### src/rtl/pll_lock_reset_seq.sv
// Multi-PLL lock supervisor and per-domain reset sequencer.
// Each raw LOCK bit is synchronised and then debounced. Domain resets are released
// one index at a time with a fixed gap between releases. Any lock loss, forced
// re-sequence or enable change drops every reset, holds them for a while, and then
// starts again.
module pll_lock_reset_seq #(
  parameter int NUM_PLL     = 4,
  parameter int SYNC_STAGES = 2,
  parameter int LOCK_FILTER = 256,
  parameter int RELEASE_GAP = 16,
  parameter int HOLD_CYCLES = 64,
  parameter int LOSS_CNT_W  = 8
) (
  input  logic                  clk_i,
  input  logic                  rst_i,
  input  logic [NUM_PLL-1:0]    pll_lock_in_i,
  input  logic [NUM_PLL-1:0]    chan_en_i,
  input  logic                  force_reseq_i,
  output logic [NUM_PLL-1:0]    rst_out_o,
  output logic [NUM_PLL-1:0]    lock_stable_o,
  output logic                  all_ready_o,
  output logic                  loss_evt_o,
  output logic [LOSS_CNT_W-1:0] loss_count_o,
  output logic [1:0]            state_o
);

  localparam int FILT_W = $clog2(LOCK_FILTER + 1);
  localparam int GAP_W  = (RELEASE_GAP > 1) ? $clog2(RELEASE_GAP) : 1;
  localparam int HOLD_W = (HOLD_CYCLES > 1) ? $clog2(HOLD_CYCLES) : 1;
  localparam int IDX_W  = (NUM_PLL > 1) ? $clog2(NUM_PLL) : 1;

  localparam logic [FILT_W-1:0] FILT_MAX  = FILT_W'(LOCK_FILTER);
  localparam logic [FILT_W-1:0] FILT_LAST = FILT_W'(LOCK_FILTER - 1);
  localparam logic [GAP_W-1:0]  GAP_LAST  = GAP_W'(RELEASE_GAP - 1);
  localparam logic [HOLD_W-1:0] HOLD_LAST = HOLD_W'(HOLD_CYCLES - 1);
  localparam logic [IDX_W-1:0]  IDX_LAST  = IDX_W'(NUM_PLL - 1);

  typedef enum logic [1:0] {
    ST_WAIT_LOCK = 2'd0,
    ST_RELEASE   = 2'd1,
    ST_RUN       = 2'd2,
    ST_HOLD      = 2'd3
  } state_t;

  logic [NUM_PLL-1:0] stable_w;

  // Per-channel synchroniser and lock debounce; runs whether or not the channel is enabled.
  for (genvar gi = 0; gi < NUM_PLL; gi++) begin : g_chan
    logic [SYNC_STAGES-1:0] sync_q;
    logic [FILT_W-1:0]      filt_q;
    logic                   stable_q;

    // Shift the raw lock through the synchroniser chain.
    always_ff @(posedge clk_i or posedge rst_i) begin
      if (rst_i) begin
        sync_q <= '0;
      end else begin
        sync_q <= {sync_q[SYNC_STAGES-2:0], pll_lock_in_i[gi]};
      end
    end

    // Count consecutive synced-high cycles; any low restarts the count and clears stable.
    always_ff @(posedge clk_i or posedge rst_i) begin
      if (rst_i) begin
        filt_q   <= '0;
        stable_q <= 1'b0;
      end else if (!sync_q[SYNC_STAGES-1]) begin
        filt_q   <= '0;
        stable_q <= 1'b0;
      end else if (filt_q != FILT_MAX) begin
        filt_q <= filt_q + 1'b1;
        if (filt_q == FILT_LAST) begin
          stable_q <= 1'b1;
        end
      end
    end

    assign stable_w[gi] = stable_q;
  end

  state_t                  state_q;
  logic [IDX_W-1:0]        idx_q;
  logic [GAP_W-1:0]        gap_q;
  logic [HOLD_W-1:0]       hold_q;
  logic [NUM_PLL-1:0]      chan_en_q;
  logic [NUM_PLL-1:0]      rst_q;
  logic                    all_ready_q;
  logic                    loss_evt_q;
  logic [LOSS_CNT_W-1:0]   loss_cnt_q;

  logic lost_w;
  logic restart_w;
  logic idx_en_w;
  logic advance_w;

  assign lost_w    = |(chan_en_i & ~stable_w);
  assign restart_w = force_reseq_i || (chan_en_i != chan_en_q);
  assign idx_en_w  = chan_en_q[idx_q];
  assign advance_w = !idx_en_w || (gap_q == GAP_LAST);

  // Sequencer FSM: wait for locks, release resets in index order, run, hold after a restart.
  always_ff @(posedge clk_i or posedge rst_i) begin
    if (rst_i) begin
      state_q     <= ST_WAIT_LOCK;
      idx_q       <= '0;
      gap_q       <= '0;
      hold_q      <= '0;
      chan_en_q   <= '0;
      rst_q       <= '1;
      all_ready_q <= 1'b0;
      loss_evt_q  <= 1'b0;
      loss_cnt_q  <= '0;
    end else begin
      loss_evt_q <= 1'b0;
      case (state_q)
        ST_WAIT_LOCK: begin
          rst_q       <= '1;
          all_ready_q <= 1'b0;
          chan_en_q   <= chan_en_i;
          if ((chan_en_i != '0) && !lost_w) begin
            state_q <= ST_RELEASE;
            idx_q   <= '0;
            gap_q   <= '0;
          end
        end
        ST_RELEASE, ST_RUN: begin
          if (lost_w || restart_w) begin
            // A loss wins over a simultaneous force/enable change and is the only thing counted.
            state_q     <= ST_HOLD;
            rst_q       <= '1;
            all_ready_q <= 1'b0;
            hold_q      <= '0;
            if (lost_w) begin
              loss_evt_q <= 1'b1;
              if (loss_cnt_q != '1) begin
                loss_cnt_q <= loss_cnt_q + 1'b1;
              end
            end
          end else if (state_q == ST_RELEASE) begin
            // A skipped index keeps the gap timer running so the next enabled domain
            // still releases one full gap after the previous release.
            if (idx_en_w && (gap_q == GAP_LAST)) begin
              rst_q[idx_q] <= 1'b0;
              gap_q        <= '0;
            end else if (gap_q != GAP_LAST) begin
              gap_q <= gap_q + 1'b1;
            end
            if (advance_w) begin
              if (idx_q == IDX_LAST) begin
                state_q     <= ST_RUN;
                all_ready_q <= 1'b1;
              end else begin
                idx_q <= idx_q + 1'b1;
              end
            end
          end else begin
            rst_q <= ~chan_en_q;
          end
        end
        ST_HOLD: begin
          rst_q       <= '1;
          all_ready_q <= 1'b0;
          if (hold_q == HOLD_LAST) begin
            state_q <= ST_WAIT_LOCK;
          end else begin
            hold_q <= hold_q + 1'b1;
          end
        end
        default: begin
          state_q <= ST_WAIT_LOCK;
          rst_q   <= '1;
        end
      endcase
    end
  end

  assign rst_out_o     = rst_q;
  assign lock_stable_o = stable_w;
  assign all_ready_o   = all_ready_q;
  assign loss_evt_o    = loss_evt_q;
  assign loss_count_o  = loss_cnt_q;
  assign state_o       = state_q;

endmodule

### config.mk
export PLATFORM = sky130hd
export DESIGN_NAME = pll_lock_reset_seq
export DESIGN_NICKNAME = d
export VERILOG_FILES = /design/src/rtl/pll_lock_reset_seq.sv
export SDC_FILE = /design/constraint.sdc
export NUM_CORES = 1
export LEC_CHECK = 0
export CAP_MARGIN = 10
export CORE_MARGIN = 10
export CORE_UTILIZATION = 45
export CTS_CLUSTER_DIAMETER = 80
export DETAILED_ROUTE_END_ITERATION = 16
export DONT_BUFFER_PORTS = 1
export SYNTH_ARGS = -nofsm -noshare
export SYNTH_HDL_FRONTEND = slang
export SYNTH_SLANG_ARGS = --single-unit
### constraint.sdc
create_clock -name clk_i -period 3.1 [get_ports clk_i]
set_clock_uncertainty 0.2 [all_clocks]
set_input_delay 0.93 -clock clk_i [delete_from_list [all_inputs] [get_ports clk_i]]
set_output_delay 0.93 -clock clk_i [all_outputs]
set_load 0.05 [all_outputs]
==> flow_summary_export.csv <==
group,metric,value,unit
min_path,hp-class,"reg2reg",
setup_path,cpMaxStageDelayCell,"or4_4",
cells_and_area,final_core_util,0.5035,
synth,async_flop_share,1.000,
pwr,clkPwrFrac,0.235,
pwr,p_sw,1470,uW
synth,synth-edff-count,0,
setup_path,worst-r2r-cell-count,6,
setup_path,r2r_end,"loss_count_o[5]$_DFFE_PP0P_",
clock_tree,cts_buffers,9,
setup_path,cp-end-kind,"flip-flop",
timing,timing.final.crit_share,0.7893,
die,fp.dieW,117,um
cells_and_area,n_antenna_cell,0,
clock_tree,cts_root_buf,"clkbuf_8",
clock_tree,cts_tree,"done",
setup_path,startpoint,"chan_en_i[3]",
clock_tree,cts.sinks,80,
cells_and_area,nFillCells,841,
timing,finalSetupViolCount,0,
timing,tightest_slew,0.6352,ns
setup_path,cp_cell_sequence,"nor2b_4 > or4_4 > o41ai_4 > nand3_1 > a22o_1",
pwr,power.density,785.8,nW/um2
timing,drv_slew,0,
pwr,seqPwrFrac,0.439,
drt,dr.pass1.iters,4,
clock_tree,clk_path_buf_depth,2,
die,die_h,117,um
timing,fmax,408.7,MHz
grt,grt_pass1_wl,14290,um
drt,viasPerCell,5.526,
timing,tns,0,ns
synth,synthCells,408,
drt,drcViolationCount,0,
cells_and_area,stdcell_count,536,
place,place.port_buffers,0,
grt,grt_max_degree,36,
place,dp_slack,0.3122,ns
synth,synth_area,4234,um2
drt,initialDrtViolationCount,166,
clock_tree,insertion_delay,0.35,ns
clock_tree,clk_pin_slew,0.07,ns
synth,synth_cell_types,55,
clock_tree,cts_hold_buf,0,
pwr,internal_power,2169,uW
timing,rsz0062_at_grt,"false",
place,globalplace.congestion,0.8602,
grt,grtUsageTotal,0.1282,
setup_path,worstPathRequired,3.13,ns
pwr,leakagePower,0.002045,uW
grt,grt_pass1_vias,3069,
drt,routed_wl,8210,um
pwr,peakVddDrop,0.3151,mV
grt,grt_antenna_before_repair,0,
setup_path,worst_path_largest_cell_delay,0.58,ns
place,dp_hpwl,5966,um
drt,routedWlPerCell,15.32,um
synth,syn_area_per_cell,10.38,um2
min_path,holdPathEnd,"g_chan[1].sync_q[1]$_DFF_PP0_",
drt,ant_nets,0,
die,num_io_pins,31,
clock_tree,cts-htree-levels,3,
die,die-area,13690,um2
synth,synthFlopType,"dfrtp_1",
setup_path,crit_path_start_kind,"input pin",
pwr,finalPower,3639,uW
setup_path,worst-path-max-fanout,5,
timing,fin_ws,0.6531,ns
synth,yosysWarnings,0,
synth,synthesis.nets,442,
grt,overflow,0,
timing,fin_crit,2.447,ns
place,placed_cells,520,
pwr,switching_share,0.4040,
cells_and_area,syn_to_final_growth,9.368,%
cells_and_area,layout-drive-gt1-share,0.1106,
pwr,pwr-share-comb,0.326,
setup_path,critPathKind,"in2reg",
setup_path,reg2reg_slack,0.76,ns
timing,hold_violations,0,
die,start_util,0.4604,
synth,ys_seq_elements,80,
setup_path,cp_data_arrival_time,2.48,ns
timing,slew_headroom,0.5765,
drt,dr_total_vias,2962,
die,rows,35,
setup_path,rr_startpoint,"loss_count_o[0]$_DFFE_PP0P_",
synth,ys_seq_area_frac,0.4740,
min_path,hp-start,"g_chan[1].sync_q[0]$_DFF_PP0_",
die,coreArea,9196,um2
min_path,hold_depth,0,
status,status,"finished clean",
clock_tree,cts-resized-gates,0,
clock_tree,post_cts_buffers,0,
job,drv_cap,0,
cells_and_area,nets,454,
-- flip-flops by register name, indices dropped and copies added, names as in the netlist --
signal,count
g_chan.filt_q,36
gap_q,4
loss_count_o,8
g_chan.sync_q,8
chan_en_q,4
all_ready_o,1
loss_evt_o,1
state_o,2
hold_q,6
idx_q,2
rst_out_o,4
g_chan.stable_q,4
-- cell type report --
class,instances,area [um2],area share
clock buffers,12,145.1,0.03134
clock inverters,4,70.07,0.01513
inverters,26,101.3,0.02189
multi-input cells,293,2081,0.4493
flip-flops and latches,80,2007,0.4334
well taps,111,138.9,0.02999
repair buffers,10,87.58,0.01891
-- through the flow --
step | area, um2 | hold WS [ns]
finish | 4631 | 0.1530
floorplan | 4238 | 0.1312
global placement | 4415 | 0.1331
detailed placement | 4415 | 0.1364
CTS | 4631 | 0.1560
global route | 4631 | 0.1560
-- logic make-up (layout without fill, tap and decap cells) --
logic type / Yosys count / count (layout) / share of synthesized area
compound gates: 64 / 64 / 0.1123
flops: 80 / 80 / 0.4740
xor+xnor: 32 / 32 / 0.06619
mux: 11 / 11 / 0.03044
fa+ha+maj: 23 / 23 / 0.06797
buf+inv: 35 / 52 / 0.03457
simple gates: 163 / 163 / 0.2145
-- power by group through the flow --
stage / logic (uW) / registers, uW / clock network (uW)
2_1_floorplan: 903 / 1600 / 0
4_1_cts: 1190 / 1600 / 867
3_5_place_dp: 1190 / 1620 / 0
5_1_grt: 1320 / 1630 / 916
3_3_place_gp: 1160 / 1620 / 0
6_report: 1190 / 1600 / 855
-- layout by cell type (no fill, tap or decap), types with 14 or more instances in the layout --
cell type	Yosys	layout
a21oi_1	14	14
nand2_1	28	28
inv_1	26	25
ha_1	23	23
dfrtp_1	76	76
and2_1	23	23
nand3_1	25	25
and3_1	14	14
nor2_1	20	20
xnor2_1	25	25
-- synthesized netlist by cell type (5+ instances only) --
| library cell | number | area [um2] |
|---|---|---|
| a21boi_0 | 12 | 90.09 |
| nand4_1 | 10 | 62.56 |
| mux2_2 | 5 | 56.30 |
| and3_1 | 14 | 87.58 |
| nor2_1 | 20 | 75.07 |
| a311o_1 | 5 | 50.05 |
| nor3_1 | 5 | 25.02 |
| xor2_1 | 7 | 61.31 |
| xnor2_1 | 25 | 219.0 |
| o21ai_0 | 5 | 25.02 |
| nor4_1 | 5 | 31.28 |
| dfrtp_1 | 76 | 1902 |
| ha_1 | 23 | 287.8 |
| a21oi_1 | 14 | 70.07 |
| nor2b_1 | 10 | 62.56 |
| nand3_1 | 25 | 125.1 |
| or3_1 | 7 | 43.79 |
| nand2_1 | 28 | 105.1 |
| clkbuf_1 | 5 | 18.77 |
| inv_1 | 26 | 97.59 |
| and2_1 | 23 | 143.9 |
| mux2i_1 | 5 | 50.05 |
-- layer usage --
layer,share of wire,GRT usage,up-vias
met5,0,0,-
met2,0.45,0.2002,56
met1,0.47,0.1629,1440
met3,0.061,0.03619,10
met4,0.016,0.05437,0
li1,-,-,1456
-- how the worst max path moves through the flow --
stage / end / slack, ns / cells after the start
floorplan: gap_q[1]$_DFFE_PP0P_ / 0.40 / 5
global placement: idx_q[1]$_DFFE_PP0P_ / 0.35 / 5
detailed placement: idx_q[1]$_DFFE_PP0P_ / 0.31 / 5
CTS: idx_q[1]$_DFFE_PP0P_ / 0.67 / 5
global route: idx_q[1]$_DFFE_PP0P_ / 0.59 / 5
finish: idx_q[1]$_DFFE_PP0P_ / 0.65 / 5
-- worst max-delay path: cells and delay by family --
family / cells / cell delay (ns)
AOI/OAI and AO/OA: 2 / 0.69
and+or+nand+nor: 3 / 0.86
No activity file was read; power rests on OpenSTA's default activity.
